<file path="src/rtl/fir_pkg.sv">
// fir_pkg: shared definitions for the FIR datapath.
//   DEF_DATA_WIDTH / DEF_TAPS : default sample width and tap count, also
//                               used when instantiating the MAC stage.
//   sample_t                  : signed sample/coefficient type.
//   tapState_t                : tap-line FSM states. ST_FLUSH exists only
//                               when FIR_TAPLINE_FLUSH_EN is defined.
package fir_pkg;

  localparam int DEF_DATA_WIDTH = 13;
  localparam int DEF_TAPS       = 8;

  typedef logic signed [DEF_DATA_WIDTH-1:0] sample_t;

`ifdef FIR_TAPLINE_FLUSH_EN
  typedef enum logic [1:0] {
    ST_FILL  = 2'd0,
    ST_RUN   = 2'd1,
    ST_FLUSH = 2'd2
  } tapState_t;
`else
  typedef enum logic [1:0] {
    ST_FILL  = 2'd0,
    ST_RUN   = 2'd1
  } tapState_t;
`endif

endpackage : fir_pkg

</file>
<file path="src/rtl/fir_tap_line_coef_bank.sv">
// fir_coef_bank: double-buffered coefficient storage for the FIR tap line.
//   CLK, RST_n      : clock, asynchronous active-low reset.
//   i_coefWe        : write i_coefData into shadow entry i_coefAddr.
//   i_coefAddr      : shadow write index; indices >= TAPS are dropped.
//   i_coefData      : signed coefficient value.
//   i_coefCommit    : copy the whole shadow bank into the active bank.
//   o_h[0:TAPS-1]   : active coefficients.
module fir_coef_bank
  import fir_pkg::*;
#(
  parameter int DATA_WIDTH = DEF_DATA_WIDTH,
  parameter int TAPS       = DEF_TAPS
) (
  input  logic                         CLK,
  input  logic                         RST_n,
  input  logic                         i_coefWe,
  input  logic [$clog2(TAPS)-1:0]      i_coefAddr,
  input  logic signed [DATA_WIDTH-1:0] i_coefData,
  input  logic                         i_coefCommit,
  output logic signed [DATA_WIDTH-1:0] o_h [0:TAPS-1]
);

  logic signed [DATA_WIDTH-1:0] r_shadow [0:TAPS-1];
  logic signed [DATA_WIDTH-1:0] r_active [0:TAPS-1];

  // A write landing in the same cycle as a commit is forwarded straight
  // into the active bank so the commit always sees the newest value.
  always_ff @(posedge CLK or negedge RST_n) begin
    if (!RST_n) begin
      for (int i = 0; i < TAPS; i++) begin
        r_shadow[i] <= '0;
        r_active[i] <= '0;
      end
    end else begin
      for (int i = 0; i < TAPS; i++) begin
        if (i_coefWe && (int'(i_coefAddr) == i)) begin
          r_shadow[i] <= i_coefData;
        end
        if (i_coefCommit) begin
          r_active[i] <= (i_coefWe && (int'(i_coefAddr) == i)) ? i_coefData : r_shadow[i];
        end
      end
    end
  end

  assign o_h = r_active;

endmodule : fir_coef_bank

</file>
<file path="src/rtl/fir_tap_line.sv">
// fir_tap_line: input stage of the FIR datapath. Shifts accepted samples
// into a TAPS-deep delay line and strobes WIN_VALID for one cycle after
// each acceptance once the line is full.
//   CLK, RST_n          : clock, asynchronous active-low reset.
//   DIN/DIN_VALID       : sample input; accepted when DIN_VALID && DIN_READY.
//   DIN_READY           : decode of the FSM state only.
//   COEF_WE/ADDR/DATA   : shadow coefficient write port.
//   COEF_COMMIT         : shadow -> active coefficient copy.
//   FLUSH               : flush request (used only with the macro below).
//   TP_W[0:TAPS-1]      : tap window, index 0 = newest sample.
//   H[0:TAPS-1]         : active coefficients.
//   WIN_VALID           : registered one-cycle window strobe.
// Optional feature: define FIR_TAPLINE_FLUSH_EN to enable the FLUSH state.
module fir_tap_line
  import fir_pkg::*;
#(
  parameter int DATA_WIDTH = DEF_DATA_WIDTH,
  parameter int TAPS       = DEF_TAPS
) (
  input  logic                         CLK,
  input  logic                         RST_n,
  input  logic signed [DATA_WIDTH-1:0] DIN,
  input  logic                         DIN_VALID,
  output logic                         DIN_READY,
  input  logic                         COEF_WE,
  input  logic [$clog2(TAPS)-1:0]      COEF_ADDR,
  input  logic signed [DATA_WIDTH-1:0] COEF_DATA,
  input  logic                         COEF_COMMIT,
  input  logic                         FLUSH,
  output logic signed [DATA_WIDTH-1:0] TP_W [0:TAPS-1],
  output logic signed [DATA_WIDTH-1:0] H [0:TAPS-1],
  output logic                         WIN_VALID
);

  localparam int CW = $clog2(TAPS + 1);
  localparam logic [CW-1:0] FULL_COUNT = CW'(TAPS);

  tapState_t r_state;
  tapState_t w_nextState;

  logic [CW-1:0]                r_count;
  logic [CW-1:0]                w_countNext;
  logic signed [DATA_WIDTH-1:0] r_tapLine [0:TAPS-1];
  logic                         r_winValid;
  logic                         w_accept;
  logic                         w_shiftZero;
  logic                         w_clearLine;

`ifdef FIR_TAPLINE_FLUSH_EN
  localparam int FW = (TAPS > 2) ? $clog2(TAPS - 1) : 1;
  localparam logic [FW-1:0] FLUSH_LAST = FW'(TAPS - 2);
  logic [FW-1:0] r_flushCnt;
`else
  logic w_unusedFlush;
  assign w_unusedFlush = FLUSH;
`endif

  // Fill counter saturates at TAPS so RUN keeps strobing every acceptance.
  assign w_countNext = (r_count == FULL_COUNT) ? r_count : r_count + 1'b1;

  always_comb begin
    w_nextState = r_state;
    w_accept    = 1'b0;
    w_shiftZero = 1'b0;
    w_clearLine = 1'b0;
    case (r_state)
      ST_FILL: begin
        w_accept = DIN_VALID;
        if (DIN_VALID && (w_countNext == FULL_COUNT)) begin
          w_nextState = ST_RUN;
        end
      end
      ST_RUN: begin
        w_accept = DIN_VALID;
`ifdef FIR_TAPLINE_FLUSH_EN
        if (FLUSH) begin
          w_nextState = ST_FLUSH;
        end
`endif
      end
`ifdef FIR_TAPLINE_FLUSH_EN
      // TAPS-1 strobed cycles: the first TAPS-2 shift a zero in, the last
      // one clears the whole line (the only non-zero tap left would be
      // dropped by the clear anyway) and returns to FILL.
      ST_FLUSH: begin
        if (r_flushCnt == FLUSH_LAST) begin
          w_clearLine = 1'b1;
          w_nextState = ST_FILL;
        end else begin
          w_shiftZero = 1'b1;
        end
      end
`endif
      default: begin
        w_nextState = ST_FILL;
      end
    endcase
  end

  always_ff @(posedge CLK or negedge RST_n) begin
    if (!RST_n) begin
      r_state    <= ST_FILL;
      r_count    <= '0;
      r_winValid <= 1'b0;
      for (int i = 0; i < TAPS; i++) begin
        r_tapLine[i] <= '0;
      end
`ifdef FIR_TAPLINE_FLUSH_EN
      r_flushCnt <= '0;
`endif
    end else begin
      r_state    <= w_nextState;
      r_winValid <= (w_accept && (w_countNext == FULL_COUNT)) || w_shiftZero || w_clearLine;
      if (w_accept) begin
        r_count      <= w_countNext;
        r_tapLine[0] <= DIN;
        for (int i = 1; i < TAPS; i++) begin
          r_tapLine[i] <= r_tapLine[i-1];
        end
      end
`ifdef FIR_TAPLINE_FLUSH_EN
      if (w_shiftZero) begin
        r_flushCnt   <= r_flushCnt + 1'b1;
        r_tapLine[0] <= '0;
        for (int i = 1; i < TAPS; i++) begin
          r_tapLine[i] <= r_tapLine[i-1];
        end
      end
      if (w_clearLine) begin
        r_flushCnt <= '0;
        r_count    <= '0;
        for (int i = 0; i < TAPS; i++) begin
          r_tapLine[i] <= '0;
        end
      end
`endif
    end
  end

`ifdef FIR_TAPLINE_FLUSH_EN
  assign DIN_READY = (r_state != ST_FLUSH);
`else
  assign DIN_READY = 1'b1;
`endif

  assign TP_W      = r_tapLine;
  assign WIN_VALID = r_winValid;

  fir_coef_bank #(
    .DATA_WIDTH (DATA_WIDTH),
    .TAPS       (TAPS)
  ) coefBank (
    .CLK          (CLK),
    .RST_n        (RST_n),
    .i_coefWe     (COEF_WE),
    .i_coefAddr   (COEF_ADDR),
    .i_coefData   (COEF_DATA),
    .i_coefCommit (COEF_COMMIT),
    .o_h          (H)
  );

endmodule : fir_tap_line

</file>
<file path="config.mk">
export PLATFORM = sky130hd
export DESIGN_NAME = fir_tap_line
export DESIGN_NICKNAME = d
export VERILOG_FILES = /design/src/rtl/fir_pkg.sv /design/src/rtl/fir_tap_line_coef_bank.sv /design/src/rtl/fir_tap_line.sv
export SDC_FILE = /design/constraint.sdc
export NUM_CORES = 1
export LEC_CHECK = 0
export CAP_MARGIN = 20
export CORE_MARGIN = 2
export CORE_UTILIZATION = 35
export DETAILED_ROUTE_END_ITERATION = 7
export GPL_TIMING_DRIVEN = 1
export PLACE_DENSITY_LB_ADDON = 0.08
export REMOVE_ABC_BUFFERS = 1
export SLEW_MARGIN = 20
export SYNTH_ARGS = -nofsm -noshare
export SYNTH_HDL_FRONTEND = slang
export SYNTH_SLANG_ARGS = --single-unit
</file>
<file path="constraint.sdc">
create_clock -name CLK -period 2.9 [get_ports CLK]
set_input_delay 0.58 -clock CLK [delete_from_list [all_inputs] [get_ports CLK]]
set_output_delay 0.58 -clock CLK [all_outputs]
set_load 0.02 [all_outputs]
</file>
# Word-level counts from Yosys, hierarchy flattened
# Cells that the tools add are included.
# op_classes
n_addsub	1
bitwise	1
n_reduce_logical	14
muxes	12
n_eq_ne	11
# ops
op	n
13-bit 2-to-1 mux	8
3-bit equality test, second input constant	4
1-bit logical AND	10
4-bit equality test, second input constant	2
3-bit by 2-bit equality test with 1-bit output, second input constant	2
4-bit by 1-bit adder with 4-bit output, second input constant	1
4-bit 2-to-1 mux	1
2-bit one-hot mux with 2 select lines	1
3-bit by 1-bit equality test with 1-bit output, second input constant	1
3-bit zero test	1
2-bit by 1-bit equality test with 1-bit output, second input constant	1
2-bit zero test	1
2-bit 2-to-1 mux	1
2-bit != test, second input constant	1
2-bit AND reduction	1
2-bit OR reduction	1
1-bit 2-to-1 mux	1
1-bit inverter	1
# totals
regBits	319
elab_cells	66

# Logic depth before layout (Yosys ltp)
# logic_depth
depth_word	6
depth_mapped	5
mapped_depth_nobuf	5

# Modules after synthesis
# From an unflattened synthesis, not the netlist that was laid out.
# hier_totals
hier_cells	694
area_unflattened_um2	11902.7
# by_module_without_submodules
module	n_inst	cells_per_inst	area_per_inst_um2
fir_coef_bank	1	444	7781.2
fir_tap_line	1	250	4121.5

# Worst setup path after synthesis
# OpenSTA, ideal clock, no wires.
# synth_path
path_type	input -> register
startpoint	input COEF_ADDR[1]
endpoint	register coefBank.r_active, in the netlist coefBank.o_h[101]
stages	4
arrival_time_ps	1775
path_buffers	1
setup_slack_ps	1000
setup_time_ps	125
required_ps	2775
path_cell_list	nor4b_4 > buf_2 > mux2_2 > mux2_2
# synth_between
elab_chain_cells	3
# synth_lines
element	line	rtl
from (decl)	fir_tap_line.sv:26	input logic [$clog2(TAPS)-1:0] COEF_ADDR,
3-bit zero test	fir_tap_line_coef_bank.sv:40	r_active[i] <= (i_coefWe && (int'(i_coefAddr) == i)) ? i_coefData : r_shadow[i];
1-bit logical AND	fir_tap_line_coef_bank.sv:40	
13-bit 2-to-1 mux	fir_tap_line_coef_bank.sv:40	
to (signal, indexed assignment)	fir_tap_line_coef_bank.sv:40	
to (decl)	fir_tap_line_coef_bank.sv:24	logic signed [DATA_WIDTH-1:0] r_active [0:TAPS-1];
# No other way between the ends.
# A chain may end at the register's enable or synchronous reset.

# Worst setup path after layout
# layout_path
startpoint	register coefBank.r_active, in the netlist coefBank.o_h[12]
endpoint	output H[12] (netlist name)
# layout_lines
element	line	rtl
to (decl)	fir_tap_line.sv:31	output logic signed [DATA_WIDTH-1:0] H [0:TAPS-1],
# No word-level cell between the ends.

==> flow_summary.json <==
{
  "yosys-top-cells-count": "317 x dfrtp_1, 311 x mux2_2, 20 x clkbuf_1",
  "cp-end-kind": "primary output",
  "grt_pass1_vias": 6892,
  "ant_nets": 0,
  "drv_slew": 0,
  "clk-insertion-delay-late_ns": 0.50,
  "timing.fmax_mhz": 471,
  "post_cts_resized": 0,
  "grt_pass1_wl_um": 41700,
  "fill_cells": 2948,
  "startpoint": "coefBank.o_h[12]",
  "rr_worst_depth": 5,
  "grt_max_degree": 69,
  "grtUsageTotal": 0.150,
  "fin_crit_ns": 2.12,
  "fin_skew_ns": 0.00768,
  "synth_area_leader_cell": "dfrtp_1",
  "cts_tree": "yes",
  "critical_path.top_delay_family": "buffers and inverters",
  "placed_cell_area_mm2": 0.0149,
  "yosysSeqAreaShare": 0.668,
  "cp-endpoint": "H[12]",
  "crit_cells": 1,
  "r2r_setup_slack_ns": 1.54,
  "finalHoldViolCount": 0,
  "post-cts-setup-buffers": 0,
  "synthFlopType": "dfrtp_1",
  "antenna_found_initial": 0,
  "r2r-start": "r_count[0]",
  "async_flop_share": 1.00,
  "netlist_instances": 694,
  "fin_util": 0.479,
  "cts_htree_levels": 2,
  "drive_gt1_frac": 0.396,
  "ios": 245,
  "power.leakage_uw": 0.00678,
  "tns_ns": 0,
  "crit_arrival_ns": 1.54,
  "dieArea_mm2": 0.0354,
  "initial_core_util": 0.355,
  "yosysMostFrequentCell": "dfrtp_1",
  "timing.final.crit_share": 0.731,
  "clkTransAtPathRegs_ns": 0.06,
  "dp_hpwl_um": 16600,
  "cp.required_ns": 2.32,
  "hold_class": "in2async",
  "core_area_mm2": 0.0334,
  "r2r-end": "WIN_VALID",
  "yosysWarnings": 0,
  "clock_path_buffers": 3,
  "path_cells": "clkdlybuf4s50_1",
  "portBuffers": 242,
  "crit_path_start_kind": "flop",
  "slowest_stage": "clkdlybuf4s50_1",
  "drt-wirelength-per-cell_um": 18.5,
  "cts_made_buffers": 36,
  "gp_congestion": 0.663,
  "synthDistinctLibCells": 24,
  "worst_slew_pin_slew_ns": 0.565,
  "first_pass_iters": 4,
  "cts-root-buf": "clkbuf_16",
  "synth_top_area_share": 0.668,
  "crit_buf_inv": 1,
  "syn_avg_cell_area_um2": 17.1,
  "ys_ff_latch": 317,
  "grt.overflow.total": 0,
  "crit_type": "reg2out",
  "worstPathMaxFanout": 2,
  "remaining_drc_errors": 0,
  "yosys-top-cells-area": "dfrtp_1 67%, mux2_2 30%, clkbuf_1 0.63%, and4bb_4 0.41%, buf_4 0.32%",
  "netlist_area_mm2": 0.0119,
  "routed_wl_um": 26400,
  "slew_headroom": 0.623,
  "die_y_um": 188,
  "area_growth_pct": 35.0,
  "max-vdd-ir-drop_mv": 0.498,
  "drv_cap": 0,
  "setup_violations": 0,
  "cts_sinks": 317,
  "fin_nets": 995,
  "stdcell_area_mm2": 0.0160,
  "postCtsHoldBufs": 0,
  "rsz0062_at_grt": "no",
  "fp.dieW_um": 188,
  "vias": 6663,
  "drt_iter0_drc": 224,
  "num_rows": 67,
  "p_per_area_mw_per_mm2": 922,
  "vias_per_cell": 4.67,
  "max_stage_delay_ns": 0.69,
  "status": "completed",
  "synth_edf_count": 0
}
how the worst min path moves through the flow:
stage	endpoint	slack, ns
after floorplan	TP_W[0]	0.28
after global placement	coefBank.r_shadow[13]	0.47
after detailed placement	coefBank.r_shadow[13]	0.48
after CTS	coefBank.r_shadow[72]	0.06
after global routing	coefBank.r_shadow[72]	0.08
final	coefBank.r_shadow[72]	0.04
state kept, by name (all words and copies together), names as in the netlist:
register	flops
coefBank.r_shadow	104
WIN_VALID	1
r_count	4
coefBank.o_h	104
TP_W	104
metal layers:
metal	global-route usage	share of wire	vias up
li1	-	-	2995
met1	0.212	0.46	3440
met2	0.212	0.43	196
met3	0.0668	0.097	32
met4	0.0336	0.014	0
met5	0	0	-
power breakdown:
part	switching (uW)	internal [uW]	total [uW]
Sequential	603	5550	6150
Clock	1710	2660	4370
Combinational	1990	2260	4250
per-stage QoR:
| stage | std cells | hold WS (ns) | worst slack (ns) | power [uW] |
|---|---|---|---|---|
| CTS | 1426 | 0.0575 | 0.754 | 15000 |
| finish | 1427 | 0.0371 | 0.779 | 14800 |
| detailed placement | 1368 | 0.478 | 0.271 | 10500 |
| global placement | 1368 | 0.475 | 0.292 | 10500 |
| floorplan | 660 | 0.284 | 0.936 | 8260 |
| global route | 1426 | 0.0780 | 0.693 | 15500 |
placed cells by master, fill, tap and decap left out, types with 3 or more instances in the layout:
| master | instances |
|---|---|
| dfrtp_1 | 317 |
| mux2_2 | 311 |
| clkdlybuf4s50_1 | 239 |
| clkbuf_16 | 37 |
| buf_4 | 14 |
| clkbuf_8 | 10 |
| clkbuf_1 | 7 |
| buf_12 | 6 |
| nand2_1 | 4 |
| and4bb_4 | 3 |
| nand4b_1 | 3 |
| xnor2_1 | 3 |
| o21ai_0 | 3 |
| clkinv_2 | 3 |
cell type report:
class | count | area (um^2) | share of cell area
Tap cell | 448 | 561 | 0.0350
Antenna cell | 1 | 2.50 | 0.000156
Inverter | 2 | 7.51 | 0.000468
Timing Repair Buffer | 260 | 2630 | 0.164
Multi-Input combinational cell | 341 | 3760 | 0.234
Clock inverter | 4 | 45.0 | 0.00281
Clock buffer | 54 | 1090 | 0.0680
Sequential cell | 317 | 7930 | 0.495
kinds of logic (layout without fill, tap and decap cells):
family	after synthesis	after routing	synth area share
compound gates	6	6	0.00358
xor+xnor	3	3	0.00221
fa+ha+maj	2	2	0.00211
buf+inv	36	320	0.0152
flops	317	317	0.668
mux	312	312	0.296
other cells	1	2	0.000316
simple gates	17	17	0.0123
Note: power is estimated with default switching activity, not from simulation.
